**src/rtl/kmeans_iter_ctrl.sv**
```systemverilog
// K-means iteration scheduler: clear, stream pixels round-robin to the engines, drain, divide each
// active cluster, update means, then repeat until the means are stable or the pass cap is reached.
module kmeans_iter_ctrl #(
   parameter int unsigned E         = 16,
   parameter int unsigned K         = 16,
   parameter int unsigned AW        = 20,
   parameter int unsigned MAX_ITER  = 32,
   parameter int unsigned DRAIN_MIN = 4,
   localparam int unsigned SEL_W    = $clog2(E),
   localparam int unsigned IDX_W    = $clog2(K),
   localparam int unsigned IT_W     = $clog2(MAX_ITER + 1),
   localparam int unsigned KE_W     = $clog2(K + 1),
   localparam int unsigned DC_W     = $clog2(DRAIN_MIN + 1)
) (
   input  logic             i_clk,
   input  logic             i_reset,
   input  logic             i_start,
   input  logic [AW-1:0]    i_img_size,
   input  logic [4:0]       i_k_cfg,
   output logic             o_pix_req,
   input  logic             i_pix_gnt,
   output logic [AW-1:0]    o_pix_addr,
   output logic [SEL_W-1:0] o_eng_sel,
   output logic             o_eng_clear,
   input  logic [E-1:0]     i_eng_busy,
   output logic             o_div_start,
   output logic [IDX_W-1:0] o_div_idx,
   input  logic             i_div_done,
   output logic             o_mean_update,
   input  logic             i_all_stable,
   output logic             o_busy,
   output logic             o_done,
   output logic             o_converged,
   output logic [IT_W-1:0]  o_iter_count
);

   typedef enum logic [3:0] {
      StIdle, StClear, StStream, StDrain, StDivide, StDwait, StUpdate, StCheck, StDone
   } state_t;

   state_t            r_state;
   state_t            w_state_nxt;
   logic [AW-1:0]     r_img_size;
   logic [KE_W-1:0]   r_k_eff;
   logic [AW-1:0]     r_pix_addr;
   logic [IDX_W-1:0]  r_div_idx;
   logic [IT_W-1:0]   r_iter;
   logic              r_conv;
   logic [DC_W-1:0]   r_drain_cnt;

   logic [KE_W-1:0]   w_k_eff;
   logic              w_last_pix;
   logic              w_last_div;
   logic              w_drain_ok;
   logic [IT_W-1:0]   w_iter_inc;
   logic              w_iter_max;

   always_comb begin
      if (i_k_cfg == '0) begin
         w_k_eff = KE_W'(1);
      end else if (32'(i_k_cfg) > K) begin
         w_k_eff = KE_W'(K);
      end else begin
         w_k_eff = KE_W'(i_k_cfg);
      end
   end

   assign w_last_pix = (r_pix_addr == r_img_size - AW'(1));
   assign w_last_div = (KE_W'(r_div_idx) == r_k_eff - KE_W'(1));
   // Counter saturates at DRAIN_MIN-1, reached on the DRAIN_MIN-th drain cycle.
   assign w_drain_ok = (r_drain_cnt >= DC_W'(DRAIN_MIN - 1)) && (i_eng_busy == '0);
   assign w_iter_inc = r_iter + IT_W'(1);
   assign w_iter_max = (w_iter_inc == IT_W'(MAX_ITER));

   always_comb begin
      w_state_nxt   = r_state;
      o_pix_req     = 1'b0;
      o_eng_clear   = 1'b0;
      o_div_start   = 1'b0;
      o_mean_update = 1'b0;
      o_done        = 1'b0;
      o_busy        = 1'b1;
      unique case (r_state)
         StIdle: begin
            o_busy = 1'b0;
            if (i_start) begin
               w_state_nxt = (i_img_size == '0) ? StDone : StClear;
            end
         end
         StClear: begin
            o_eng_clear = 1'b1;
            w_state_nxt = StStream;
         end
         StStream: begin
            o_pix_req = 1'b1;
            if (i_pix_gnt && w_last_pix) begin
               w_state_nxt = StDrain;
            end
         end
         StDrain: begin
            if (w_drain_ok) begin
               w_state_nxt = StDivide;
            end
         end
         StDivide: begin
            o_div_start = 1'b1;
            w_state_nxt = StDwait;
         end
         StDwait: begin
            if (i_div_done) begin
               w_state_nxt = w_last_div ? StUpdate : StDivide;
            end
         end
         StUpdate: begin
            o_mean_update = 1'b1;
            w_state_nxt   = StCheck;
         end
         StCheck: begin
            if (i_all_stable || w_iter_max) begin
               w_state_nxt = StDone;
            end else begin
               w_state_nxt = StClear;
            end
         end
         StDone: begin
            o_done      = 1'b1;
            w_state_nxt = StIdle;
         end
         default: w_state_nxt = StIdle;
      endcase
   end

   always_ff @(posedge i_clk) begin
      if (!i_reset) begin
         r_state     <= StIdle;
         r_img_size  <= '0;
         r_k_eff     <= '0;
         r_pix_addr  <= '0;
         r_div_idx   <= '0;
         r_iter      <= '0;
         r_conv      <= 1'b0;
         r_drain_cnt <= '0;
      end else begin
         r_state <= w_state_nxt;
         unique case (r_state)
            StIdle: begin
               if (i_start) begin
                  r_img_size <= i_img_size;
                  r_k_eff    <= w_k_eff;
                  r_iter     <= '0;
                  r_conv     <= 1'b0;
               end
            end
            StClear: begin
               r_pix_addr  <= '0;
               r_drain_cnt <= '0;
            end
            StStream: begin
               if (i_pix_gnt) begin
                  r_pix_addr <= r_pix_addr + AW'(1);
               end
            end
            StDrain: begin
               if (r_drain_cnt < DC_W'(DRAIN_MIN - 1)) begin
                  r_drain_cnt <= r_drain_cnt + DC_W'(1);
               end
               if (w_drain_ok) begin
                  r_div_idx <= '0;
               end
            end
            StDwait: begin
               if (i_div_done && !w_last_div) begin
                  r_div_idx <= r_div_idx + IDX_W'(1);
               end
            end
            StCheck: begin
               r_iter <= w_iter_inc;
               if (i_all_stable) begin
                  r_conv <= 1'b1;
               end
            end
            default: ;
         endcase
      end
   end

   // E is a power of two, so the low address bits are the round-robin engine index.
   assign o_eng_sel    = r_pix_addr[SEL_W-1:0];
   assign o_pix_addr   = r_pix_addr;
   assign o_div_idx    = r_div_idx;
   assign o_iter_count = r_iter;
   assign o_converged  = r_conv;

endmodule
```
**config.mk**
```make
export PLATFORM = sky130hd
export DESIGN_NAME = kmeans_iter_ctrl
export DESIGN_NICKNAME = d
export VERILOG_FILES = /design/src/rtl/kmeans_iter_ctrl.sv
export SDC_FILE = /design/constraint.sdc
export NUM_CORES = 1
export LEC_CHECK = 0
export ABC_AREA = 1
export BUFFER_PORTS_ARGS = -buffer_cell sky130_fd_sc_hd__buf_2
export CELL_PAD_IN_SITES_DETAIL_PLACEMENT = 1
export CELL_PAD_IN_SITES_GLOBAL_PLACEMENT = 1
export CORE_MARGIN = 2
export CORE_UTILIZATION = 41
export CTS_CLUSTER_SIZE = 14
export DETAILED_ROUTE_END_ITERATION = 10
export GPL_TIMING_DRIVEN = 0
export PLACE_DENSITY = 0.85
export RECOVER_POWER = 50
export SLEW_MARGIN = 20
export SYNTH_ARGS = -nofsm -noshare
export SYNTH_HDL_FRONTEND = slang
export SYNTH_SLANG_ARGS = --single-unit
```
**constraint.sdc**
```tcl
create_clock -name i_clk -period 4.2 [get_ports i_clk]
set_clock_uncertainty 0.15 [all_clocks]
set_input_delay 1.26 -clock i_clk [delete_from_list [all_inputs] [get_ports i_clk]]
set_output_delay 1.26 -clock i_clk [all_outputs]
set_load 0.01 [all_outputs]
```
# Word level (Yosys, flattened, before mapping)
# Index checks and enable logic that the tools add are counted.
# word_totals
ff_bits	63
# op_classes
addsub	6
order_cmp	3
n_reduce_logical	20
muxes	28
n_eq_ne	19
# op_table
op	n
$pmux 20 s2	1
$mux 4	8
$pmux 4 s8	1
$add 20x1->20 const B	1
$eq 20x20->1	1
$logic_not 20->1	1
$mux 20	1
$sub 20x1->20 const B	1
$eq 4x3->1 const B	4
$logic_not 16->1	1
$ne 2x2->1 const B	8
$pmux 6 s2	1
$mux 5	2
$eq 4x2->1 const B	2
$mux 1	8
$pmux 4 s2	1
$reduce_and 2->1	4
$reduce_bool 2->1	4
$add 6x1->6 const B	1
$eq 6x6->1 const B	1
$mux 6	1
$pmux 3 s2	1
$reduce_and 3->1	2
$eq 4x5->1	1
17 further kinds	19

# Depth between registers and ports, before layout
# Gate-level depths: netlist of the first run.
# logic_depth
word_depth	6
mapped_depth	17
mapped_depth_nobuf	17

# Worst setup path after synthesis of the first run
# Ideal clock, no wire load.
# synth_timing
path_type	input -> register
from	in i_img_size[10]
to	reg r_state[0]
path_stages	9
path_buffers	0
arrival_time_ns	2.256
path_slack_ns	1.679
required_ns	3.935
path_cell_list	or2_2 nor4_1 nand3b_1 a21oi_1 o21ai_0 inv_1 nand3_1 nand2_1 nor2_1
# synth_between
elab_chain_cells	4
# synth_rtl
element	line_no	rtl
start, declared	18	input logic [AW-1:0] i_img_size,
$logic_not 20->1	87	w_state_nxt = (i_img_size == '0) ? StDone : StClear;
$mux 4	87	
$mux 4	86	if (i_start) begin
$pmux 4 s8	83	unique case (r_state)
end signal, assigned	135	r_state <= StIdle;
end signal, assigned	144	r_state <= w_state_nxt;
end, declared	41	state_t r_state;
# No other way between the ends. The select of a mux whose other input is x is not followed.
# A chain may end at the register's enable or synchronous reset.

# Final worst setup path of the first run
# layout_timing
from	reg r_state[2]
to	out o_busy
# layout_between
elab_chain_cells	2
# layout_rtl
element	line_no	rtl
$logic_not 4->1	83	
$mux 1	83	
end, declared	31	output logic o_busy,
# No other way between the ends.

==> results.tsv, run 1 <==
metric	value	unit
Final Util	0.511	
fin worst setup slack	1180	ps
hold endpoint	o_converged$_SDFFE_PN0P_	
Mean Syn Cell Area	6.57	sq um
largest net degree at the start of global routing	12	
yosys warns	0	
CTS tree	yes	
share of layout cells above drive strength 1	0.181	
Inserted Clock Buffers	9	
initial core utilization	0.423	
Yosys cell types	40	
drt first pass iters	4	
maxcap violations	0	
critical path startpoint category	register	
first-pass GRT wire length	20.7	mm
GRT Overall Usage	0.253	
most frequent cells in the layout	137 x nand2_1, 78 x buf_2, 74 x nor2_1	
Final nets	749	
Iter 0 DRT Violations	109	
Power Dens Cells	545	nW/um^2
maximum vdd drop	0.226	mV
total power	2.59	mW
FP Rows	35	
hold path start	o_converged$_SDFFE_PN0P_	
worst-path cell chain	nor2_2 > inv_1 > nor2_1 > inv_1 > buf_2	
final non-filler cell area	4740	sq um
hold_buf cts	0	
CP endpoint kind	output pin	
reg-to-reg startpoint	r_img_size[0]$_SDFFE_PN0P_	
fin cells	829	
Most common cell on crit path	inv_1	
routed len/inst	15.0	um
Max FO, Critical Path	5	
post-cts sizing count	0	
Post-DP HPWL	9.86	mm
WS Path Type	reg2out	
Core ar.	9280	sq um
Seq/Total Area, Yosys	0.321	
Slew @ Worst Pin	630	ps
leading cell type in the layout, fill and taps excluded	nand2_1	
GP Congestion	0.867	
DP Area	4520	sq um
setup tns final	0	ps
WP data arrival	1610	ps
worst reg2reg path depth	14	
Top FF cell, synth	dfxtp_1	
P_leak	2.17	nW
CP max stage delay	350	ps
Clock Tree Buf Depth	2	
Post-synth ARST share	0	
DR vias/cell	5.20	
H-tree Lvls	3	
Synth-to-Final Area Change	20.8	%
CP required	2790	ps
Skew-Pair Late Insertion Delay	350	ps
r2r setup slk	1780	ps
Fillers	1313	
hold depth	2	
endpoints failing setup	0	
period utilization	0.719	
syn_nets	651	
Slew headroom	0.580	
CP max stage cell	dfxtp_1	
Hold Crit Class	reg2reg	
Worst-path clk slew	70	ps
via count	4312	
RSZ-0062 raised after global routing	no	
Synth Cell Area	3930	sq um
Syn Inst Count	597	
FF-to-FF End	r_state[2]$_SDFFE_PN0P_	
antenna violations before repair	0	
clock root buffer	clkbuf_8	
number of global-route vias before repair	4317	
final WL	12.4	mm
I/O pins	88	
Final ANT Viol Nets	0	
clk sinks	63	
Hold WS	328	ps
ant diodes	0	
Post-CTS Setup Bufs	0	
grt ovf	0	
placed insts	813	
outcome	finished clean	
number of synthesized flops with an enable pin	0	
Seq cells post-synth	63	
die outline area	10400	sq um
detailed-route DRC error count	0	
pre-CTS WS	1260	ps
Port-buffer cells	87	
die height	102	um
final hold violation count	0	
Slew Viols, Final	0	
Final min period	3020	ps
die width	102	um
max frequency	0.331	GHz
cell families (layout without fill, tap and decap cells):
logic type      Yosys count  after routing  synth area share
fa+ha+maj                 7              7            0.0223
buf+inv                  83            186            0.0835
simple gates            324            324             0.387
compound gates           95             95             0.130
xor+xnor                 25             25            0.0558
flops                    63             63             0.321
layout make-up:
class | instances | area [sq um] | area share
Buffer | 17 | 80.1 | 0.0169
Timing Repair Buffer | 87 | 423 | 0.0892
Multi-Input combinational cell | 451 | 2320 | 0.490
Clock buffer | 10 | 138 | 0.0290
Clock inverter | 6 | 108 | 0.0227
Sequential cell | 63 | 1260 | 0.266
Inverter | 66 | 248 | 0.0522
Tap cell | 129 | 161 | 0.0340
how the worst max path moves through the flow:
stage                                  from                       to  slack [ps]  cells after the start
floorplan                    i_img_size[10]  r_state[0]$_SDFFE_PN0P_        1680                      9
global placement             i_img_size[10]  r_state[0]$_SDFFE_PN0P_        1330                     10
detailed placement            i_eng_busy[9]  r_state[2]$_SDFFE_PN0P_        1260                      8
CTS                 r_state[2]$_SDFFE_PN0P_                   o_busy        1160                      5
global route        r_state[2]$_SDFFE_PN0P_                   o_busy        1090                      5
finish              r_state[2]$_SDFFE_PN0P_                   o_busy        1180                      5
layer usage:
layer	GRT usage	routed length [um]	vias up
met4	0.0759	159	0
met2	0.436	6010	87
met1	0.327	5800	2053
met3	0.0417	451	14
met5	0	0	-
li1	-	-	2158
synth_stat cells, types with 4 or more instances:
cell type	count	area, sq um
nor2_2	5	31.3
nand3_1	44	220
nand2_1	136	510
nor4_1	11	68.8
xnor2_1	6	52.6
inv_1	63	236
ha_1	7	87.6
nand4_1	15	93.8
nor3_1	8	40.0
dfxtp_1	63	1260
nand2_2	8	50.1
a21oi_1	55	275
o21ai_1	4	20.0
xor2_1	19	166
nor2_1	74	278
nor2_4	4	45.0
clkbuf_1	12	45.0
o21ai_0	25	125
buf_4	4	30.0
sequential cells by signal, indices dropped and copies added, names as in the netlist:
name / cells
o_converged: 1
o_div_idx: 4
o_iter_count: 6
o_pix_addr: 20
r_drain_cnt: 3
r_img_size: 20
r_k_eff: 5
r_state: 4
where the power goes:
group / leakage [nW] / internal [mW] / switching, mW
registers: 0.512 / 0.675 / 0.0928
clock network: 0.122 / 0.408 / 0.264
logic: 1.53 / 0.374 / 0.771
total: 2.17 / 1.46 / 1.13
critical path: cells and delay by family (launching register included):
family / cells / cell delay (ps)
buffers and inverters: 3 / 410
DFF: 1 / 350
and+or+nand+nor: 2 / 500
No activity file was read; power rests on OpenSTA's default activity.
==> run 2, diff against run 1 <==
Settings changed: CORE_UTILIZATION 41 to 38, PLACE_DENSITY 0.85 to 0.79.
Clock period 4.2 ns to 3.1 ns, I/O delays scaled along.
==> results.tsv, run 2 (synthesis results as in run 1) <==
metric	value	unit
outcome	finished clean	
reg-to-reg startpoint	r_state[2]$_SDFFE_PN0P_	
FF-to-FF End	o_pix_addr[15]$_SDFFE_PN0P_	
initial core utilization	0.385	
WP data arrival	1660	ps
Final min period	2740	ps
via count	4225	
sw frac	0.441	
Max FO, Critical Path	7	
Core ar.	10200	sq um
critical path startpoint category	register	
crit path from	r_state[2]$_SDFFE_PN0P_	
Inserted Clock Buffers	9	
largest net degree at the start of global routing	11	
first-pass GRT wire length	20.7	mm
die height	106	um
fin cells	836	
DR vias/cell	5.05	
Port-buffer cells	87	
Worst-path clk slew	70	ps
Clock Tree Buf Depth	2	
FP Rows	37	
placed insts	820	
worst reg2reg path depth	12	
r2r setup slk	600	ps
Slew Viols, Final	0	
maxcap violations	0	
Post-DP HPWL	9.93	mm
CTS tree	yes	
grt ovf	0	
total power	3.35	mW
Power Dens Cells	715	nW/um^2
hold_buf cts	0	
clk sinks	63	
most frequent cells in the layout	136 x nand2_1, 76 x nor2_1, 64 x inv_1	
Int Pwr	1.87	mW
GRT Overall Usage	0.232	
I/O pins	88	
hold path start	o_converged$_SDFFE_PN0P_	
Synth-to-Final Area Change	19.2	%
Psw	1.47	mW
combinational power share	0.456	
Fillers	1392	
sequential share of power	0.311	
CP required	2020	ps
Skew-Pair Late Insertion Delay	340	ps
WS Path Type	reg2out	
CP endpoint kind	output pin	
leading cell type in the layout, fill and taps excluded	nand2_1	
detailed-route DRC error count	0	
ant diodes	0	
Post-CTS Setup Bufs	0	
drt first pass iters	4	
setup tns final	0	ps
P_leak	2.07	nW
clock root buffer	clkbuf_8	
number of global-route vias before repair	4289	
H-tree Lvls	3	
Slew @ Worst Pin	652	ps
period utilization	0.884	
hold depth	2	
Slew headroom	0.565	
final hold violation count	0	
final WL	12.4	mm
Clock power frac	0.234	
antenna violations before repair	0	
Final ANT Viol Nets	0	
share of layout cells above drive strength 1	0.150	
Final nets	749	
hold endpoint	o_converged$_SDFFE_PN0P_	
maximum vdd drop	0.253	mV
GP Congestion	0.862	
endpoints failing setup	0	
Hold Crit Class	reg2reg	
Iter 0 DRT Violations	108	
max frequency	0.365	GHz
routed len/inst	14.9	um
die outline area	11200	sq um
post-cts sizing count	0	
RSZ-0062 raised after global routing	no	
die width	106	um
-- run 2: routing by layer --
layer	track usage	vias up	part of all wire
met3	0.0390	17	0.031
li1	-	2159	-
met5	0	-	0
met4	0.0789	0	0.022
met1	0.296	1976	0.48
met2	0.397	73	0.47
-- run 2: how the worst max path moves through the flow --
| stage | endpoint | slack (ps) | depth (start not counted) |
|---|---|---|---|
| 2_1_floorplan | r_state[0]$_SDFFE_PN0P_ | 910 | 9 |
| 3_5_place_dp | r_state[0]$_SDFFE_PN0P_ | 460 | 10 |
| 5_1_grt | o_pix_req | 220 | 4 |
| 4_1_cts | o_busy | 430 | 5 |
| 3_3_place_gp | r_state[0]$_SDFFE_PN0P_ | 510 | 10 |
| 6_report | o_pix_req | 360 | 4 |
-- run 2: metrics by stage --
stage	util	instance area [sq um]	worst slack, ps	hold slack [ps]
3_5_place_dp	0.445	4530	458	315
6_report	0.459	4680	361	331
3_3_place_gp	0.445	4530	509	307
2_1_floorplan	-	3930	909	296
5_1_grt	0.459	4680	222	356
4_1_cts	0.465	4740	434	331
-- run 2: worst max-delay path, stage by stage, from the launching register on --
cell and delay [ps]:
dfxtp_1 340, nor2_1 160, inv_1 100, nor2_1 480, buf_2 240
-- run 2: area by class of cell --
type                    count  area, sq um  area share
plain buffers              17         80.1      0.0171
clock buffers              12          135      0.0289
clock inverters             4         70.1      0.0150
inverters                  66          248      0.0529
multi-input cells         451         2310       0.494
flip-flops and latches     63         1260       0.270
well taps                 136          170      0.0364
repair buffers             87          402      0.0858
-- run 2: power groups by stage --
| stage | Combinational [mW] | Sequential [mW] | Clock [mW] |
|---|---|---|---|
| 6_report | 1.52 | 1.04 | 0.782 |
| 5_1_grt | 1.74 | 1.06 | 0.824 |
| 4_1_cts | 1.55 | 1.04 | 0.790 |
| 3_5_place_dp | 1.54 | 1.06 | 0 |
| 3_3_place_gp | 1.47 | 1.05 | 0 |
| 2_1_floorplan | 1.15 | 1.02 | 0 |
